$ cat config.mk
export PLATFORM = sky130hd
export DESIGN_NAME = lfsr_gen
export DESIGN_NICKNAME = d
export VERILOG_FILES = /design/src/rtl/lfsr_gen.sv
export SDC_FILE = /design/constraint.sdc
export NUM_CORES = 1
export LEC_CHECK = 0
export BUFFER_PORTS_ARGS = -buffer_cell sky130_fd_sc_hd__clkbuf_2
export CAP_MARGIN = 15
export CORE_UTILIZATION = 51
export CTS_BUF_LIST = sky130_fd_sc_hd__clkbuf_16
export CTS_CLUSTER_SIZE = 14
export DETAILED_ROUTE_END_ITERATION = 10
export PLACE_DENSITY = 0.77
export SLEW_MARGIN = 20
export SYNTH_ARGS = -nofsm -noshare
export SYNTH_HDL_FRONTEND = slang
export SYNTH_SLANG_ARGS = --single-unit
$ cat constraint.sdc
create_clock -name clk -period 2.34 [get_ports clk]
set_input_delay 0.351 -clock clk [delete_from_list [all_inputs] [get_ports clk]]
set_output_delay 0.351 -clock clk [all_outputs]
set_load 0.1 [all_outputs]
$ cat src/rtl/lfsr_gen.sv
// lfsr_gen: parametrised maximal-length LFSR with runtime Galois/Fibonacci
// selection, seed load, multi-step advance, all-zero lock-up recovery and a
// wrap pulse when the sequence returns to the active seed.
module lfsr_gen #(
  parameter int             W      = 7,
  parameter logic [W-1:0]   G_TAPS = 7'b0111000,
  parameter logic [W-1:0]   F_TAPS = 7'b0000011,
  parameter logic [W-1:0]   SEED   = 7'b0000001,
  parameter int             STEPS  = 1
) (
  input  logic         clk,
  input  logic         reset,
  input  logic         en,
  input  logic         load,
  input  logic [W-1:0] load_val,
  input  logic         mode,
  output logic [W-1:0] out,
  output logic         wrap,
  output logic         lockup
);

  typedef enum logic {
    MODE_GALOIS    = 1'b0,
    MODE_FIBONACCI = 1'b1
  } mode_e;

  // Seed the sequence is currently measured against for the wrap pulse.
  logic [W-1:0] seed;
  // State after STEPS chained single steps from the current state.
  logic [W-1:0] adv;
  // Value a load actually installs: zero would lock the register up.
  logic [W-1:0] load_eff;

  // One right-shift LFSR step in the selected topology.
  function automatic logic [W-1:0] lfsr_step(input logic [W-1:0] s,
                                             input mode_e m);
    logic [W-1:0] n;
    n = s >> 1;
    if (m == MODE_FIBONACCI) begin
      n[W-1] = ^(s & F_TAPS);
    end else begin
      for (int i = 0; i < W - 1; i++) begin
        n[i] = s[i+1] ^ (G_TAPS[i] & s[0]);
      end
      n[W-1] = s[0];
    end
    return n;
  endfunction

  // Unrolled STEPS-deep advance chain, evaluated every cycle.
  always_comb begin
    // NOTE: give every always_comb output a value before any conditional or
    // loop; a path that leaves it unassigned infers a latch.
    adv = out;
    for (int k = 0; k < STEPS; k++) begin
      adv = lfsr_step(adv, mode_e'(mode));
    end
  end

  // Substitute the reset seed for an all-zero load value.
  always_comb begin
    load_eff = (load_val == '0) ? SEED : load_val;
  end

  // State, active seed and the two single-cycle pulses.
  always_ff @(posedge clk) begin
    // NOTE: sequential state uses non-blocking (<=) so every register
    // samples the pre-edge values; blocking here would create order races.
    if (reset) begin
      out    <= SEED;
      seed   <= SEED;
      wrap   <= 1'b0;
      lockup <= 1'b0;
    end else if (load) begin
      out    <= load_eff;
      seed   <= load_eff;
      wrap   <= 1'b0;
      lockup <= 1'b0;
    end else if (en) begin
      if (out == '0) begin
        out    <= SEED;
        wrap   <= 1'b0;
        lockup <= 1'b1;
      end else begin
        out    <= adv;
        wrap   <= (adv == seed);
        lockup <= 1'b0;
      end
    end else begin
      wrap   <= 1'b0;
      lockup <= 1'b0;
    end
  end

endmodule

# Word level (Yosys, flattened, before mapping)
# Index checks and enable logic that the tools add are counted.
[word_totals]
register_bits = 16
input_bits = 12
out_inout_bits = 9
elab_cells = 22
[op_classes]
eq_ne = 1
mux = 7
n_bitwise = 4
reduce_logical = 6
[ops]
columns = ["op", "n"]
rows = [
  ["2-to-1 mux 7 bit", 4],
  ["logical NOT 7 bit", 2],
  ["equality test 7 bit", 1],
  ["parity 7 bit", 1],
  ["2-to-1 mux 6 bit", 1],
  ["OR reduction 4 bit", 1],
  ["OR reduction 3 bit", 1],
  ["bitwise XOR 1 bit", 3],
  ["2-to-1 mux 1 bit", 2],
  ["nonzero test 2 bit", 1],
  ["inverter 1 bit", 1],
]

# Depth between registers and ports, before layout
[logic_depth]
word_depth = 5
mapped_depth = 6

# Worst setup path before layout
# Ideal clock, no wire load.
[synth_path]
path_type = "flip-flop to flip-flop"
start = "register out[1]"
end = "register out[5]"
t_arrival_ns = 2.057
required_time_ns = 2.271
slack_ns = 0.214
path_stages_with_launch = 7
path_buffers = 0
synth_period_minus_slack_ns = 2.126
path_cell_list = "dfxtp_1 inv_1 ha_1 nor2b_1 a311oi_2 a222oi_1 nor2_1"
[synth_between]
elab_chain_len = 4
[synth_rtl]
columns = ["item", "line_no", "text"]
rows = [
  ["from (decl)", "17", "output logic [W-1:0] out,"],
  ["from (signal assigned)", "75", "out <= load_eff;"],
  ["from (signal assigned)", "85", "out <= adv;"],
  ["logical NOT 7 bit", "80", "if (out == '0) begin"],
  ["2-to-1 mux 7 bit", "80", ""],
  ["2-to-1 mux 7 bit", "79", "end else if (en) begin"],
  ["2-to-1 mux 7 bit", "74", "end else if (load) begin"],
]
# No other way between the ends. The select of a mux whose other input is x is not followed.
# A chain may end at the register's enable or synchronous reset.

# Worst setup path after layout
[layout_path]
start = "register out[6]"
end = "output port out[6]"
# No word-level cell between the ends.

==> impl_metrics.json <==
{
  "outcome": "finished, final reports clean",
  "setup_viol": 0,
  "syn_to_final_growth_pct": 19.4,
  "synthFlopType": "dfxtp_1",
  "via_per_inst": 5.57,
  "grt.total_usage_pct": 20.5,
  "arrival_ns": 1.24,
  "n_fill_cell": 128,
  "drt-met1-wl_um": 761,
  "dr.pass1.iters": 5,
  "met2_length_um": 823,
  "drt_wl_total_um": 1680,
  "n_antenna_cell": 0,
  "drtIter0Drc": 31,
  "hold_path_class": "in -> reg",
  "die_x_um": 42.4,
  "cts.sinks": 16,
  "synth_edf_count": 0,
  "yosysWarnings": 0,
  "cp_max_fo": 7,
  "fmax_mhz": 629,
  "drive_above_1_share_pct": 23.0,
  "ys_ff_latch": 16,
  "cts_tree": "built",
  "hold_start": "load_val[2]",
  "initial_utilization_pct": 55.2,
  "slew_headroom_pct": 63.7,
  "top_layer": "met4",
  "ctsRootBufferMaster": "clkbuf_16",
  "yosysSeqAreaShare_pct": 38.5,
  "io_pins": 21,
  "grt_pass1_wl_um": 2790,
  "ff2ff_path_depth": 6,
  "syn-num-nets": 108,
  "min_to": "out[2]",
  "yosysMostFrequentCell": "nor2_1",
  "ctsResizeCount": 0,
  "worstPathRequired_ns": 1.99,
  "drv_cap": 0,
  "wire_per_inst_um": 13.0,
  "power_uw": 808,
  "critPathMaxStageDelay_ns": 0.52,
  "leakage_uw": 0.000470,
  "fin_skew_ns": 0.00238,
  "power_density_mw_per_mm2": 813,
  "synth_area_sq_um": 832,
  "timing.rr.start": "out[1]",
  "vias": 718,
  "drc_errors": 0,
  "crit_chain": "clkbuf_2",
  "setup_tns_ns": 0,
  "dr_wl_met3_um": 65,
  "numCtsBuffers": 3,
  "h-tree-depth": 1,
  "path_buf_inv": 1,
  "grt_pass1_vias": 674,
  "rsz0062_at_grt": "no",
  "seq_area_sq_um": 320,
  "critPathKind": "reg -> out",
  "antenna_found_initial": 0,
  "multi_input_area_sq_um": 459,
  "holdBufCountCts": 0,
  "rrSetupSlack_ns": 0.79,
  "post_cts_buffers": 0,
  "io_buffers": 20,
  "avgSynthCellArea_sq_um": 8.76,
  "whs_path_depth": 3,
  "clkTransAtPathRegs_ns": 0.05,
  "post-route-period-util_pct": 68.0,
  "critical_path_depth": 1,
  "clock_path_buffers": 2,
  "slowest_stage": "clkbuf_2",
  "grt_max_degree": 21,
  "synth_commonest_cells": "23 x nor2_1, 16 x dfxtp_1, 9 x mux2i_1, 5 x a21oi_1, 5 x xnor2_1",
  "placed_area_sq_um": 915,
  "slew_viol_final": 0,
  "syn-instance-count": 95,
  "fin_crit_ns": 1.59,
  "yosysTopAreaCell": "dfxtp_1",
  "ant_nets": 0,
  "final_nets": 127,
  "crit_path_start_kind": "flop",
  "core-area_sq_mm": 0.00151,
  "dieHeight_um": 42.4,
  "netlist-cell-type-count": 26,
  "async_flop_share_pct": 0,
  "synth_top_area_share_pct": 38.5,
  "dieArea_sq_mm": 0.00180,
  "finalHoldViolations": 0,
  "grt-ovfl-total": 0,
  "ir_drop_mv": 0.540,
  "cp-end-kind": "primary output",
  "worstMarginPinSlew_ns": 0.548,
  "insertion_delay_ns": 0.24,
  "final_cell_area_sq_um": 993,
  "crit_family": "buffers and inverters",
  "place_congestion": 0.829,
  "r2r_end": "out[5]",
  "num_rows": 14,
  "hpwl_um": 1270,
  "synthTopCellsByArea": "dfxtp_1 38%, mux2i_1 11%, nor2_1 10%"
}
==> stage by stage <==
| stage | util (%) | hold WS [ns] | std cells | setup slack, ns |
|---|---|---|---|---|
| after floorplan | - | 0.423 | 95 | 0.214 |
| after global placement | 60.7 | 0.460 | 125 | 0.774 |
| after detailed placement | 60.7 | 0.480 | 125 | 0.746 |
| after CTS | 65.9 | 0.383 | 129 | 0.754 |
| after global routing | 65.9 | 0.414 | 129 | 0.668 |
| final | 65.9 | 0.383 | 129 | 0.750 |
==> cell usage in the layout (no fill, tap or decap), types with 2 or more instances in the layout <==
master,netlist,final
inv_1,4,4
xnor2_1,5,5
xor2_1,4,4
clkbuf_2,0,20
a21oi_1,5,5
clkbuf_16,0,3
nor4_2,2,2
a222oi_1,4,4
nor2_1,23,23
mux2i_1,9,9
nand2_1,4,4
dfxtp_1,16,16
nand3_1,2,2
==> power by group <==
group	internal (uW)	total (uW)	switching, uW
Combinational	52.9	175	122
Clock	226	324	98.5
Sequential	290	308	18.6
==> cell type report <==
| type | instances | share of cell area, % |
|---|---|---|
| multi-input cells | 69 | 46.2 |
| flip-flops and latches | 16 | 32.2 |
| repair buffers | 20 | 10.1 |
| clock buffers | 3 | 7.56 |
| well taps | 16 | 2.02 |
| inverters | 4 | 1.51 |
| clock inverters | 1 | 0.378 |
==> state kept, by name, indices dropped and copies added (netlist names) <==
register / flops
lockup: 1
wrap: 1
seed: 7
out: 7
==> per-layer routing <==
| layer | vias up | track usage (%) |
|---|---|---|
| met3 | 4 | 3.88 |
| met1 | 332 | 26.8 |
| met2 | 18 | 33.5 |
| met5 | - | 0 |
| li1 | 364 | - |
| met4 | 0 | 7.50 |
==> worst register-to-register path: stages (launching register included) <==
cell,delay (ns)
dfxtp_1,0.38
inv_1,0.08
ha_1,0.19
nor2b_1,0.15
a311oi_2,0.39
a222oi_1,0.15
nor2_1,0.13
==> worst max-delay path by stage <==
| stage | end | slack, ns | start |
|---|---|---|---|
| floorplan | out[5] | 0.21 | out[1] |
| global placement | wrap | 0.77 | load |
| detailed placement | wrap | 0.75 | load |
| CTS | out[6] | 0.75 | out[6] |
| global route | out[5] | 0.67 | out[1] |
| finish | out[6] | 0.75 | out[6] |
==> cell families after synthesis <==
family / share of synthesized area, %
flops: 38.5
fa+ha+maj: 1.50
buf+inv: 6.31
mux: 10.8
simple gates: 21.1
compound gates: 12.3
xor+xnor: 9.47
Note: power is estimated with default switching activity, not from simulation.
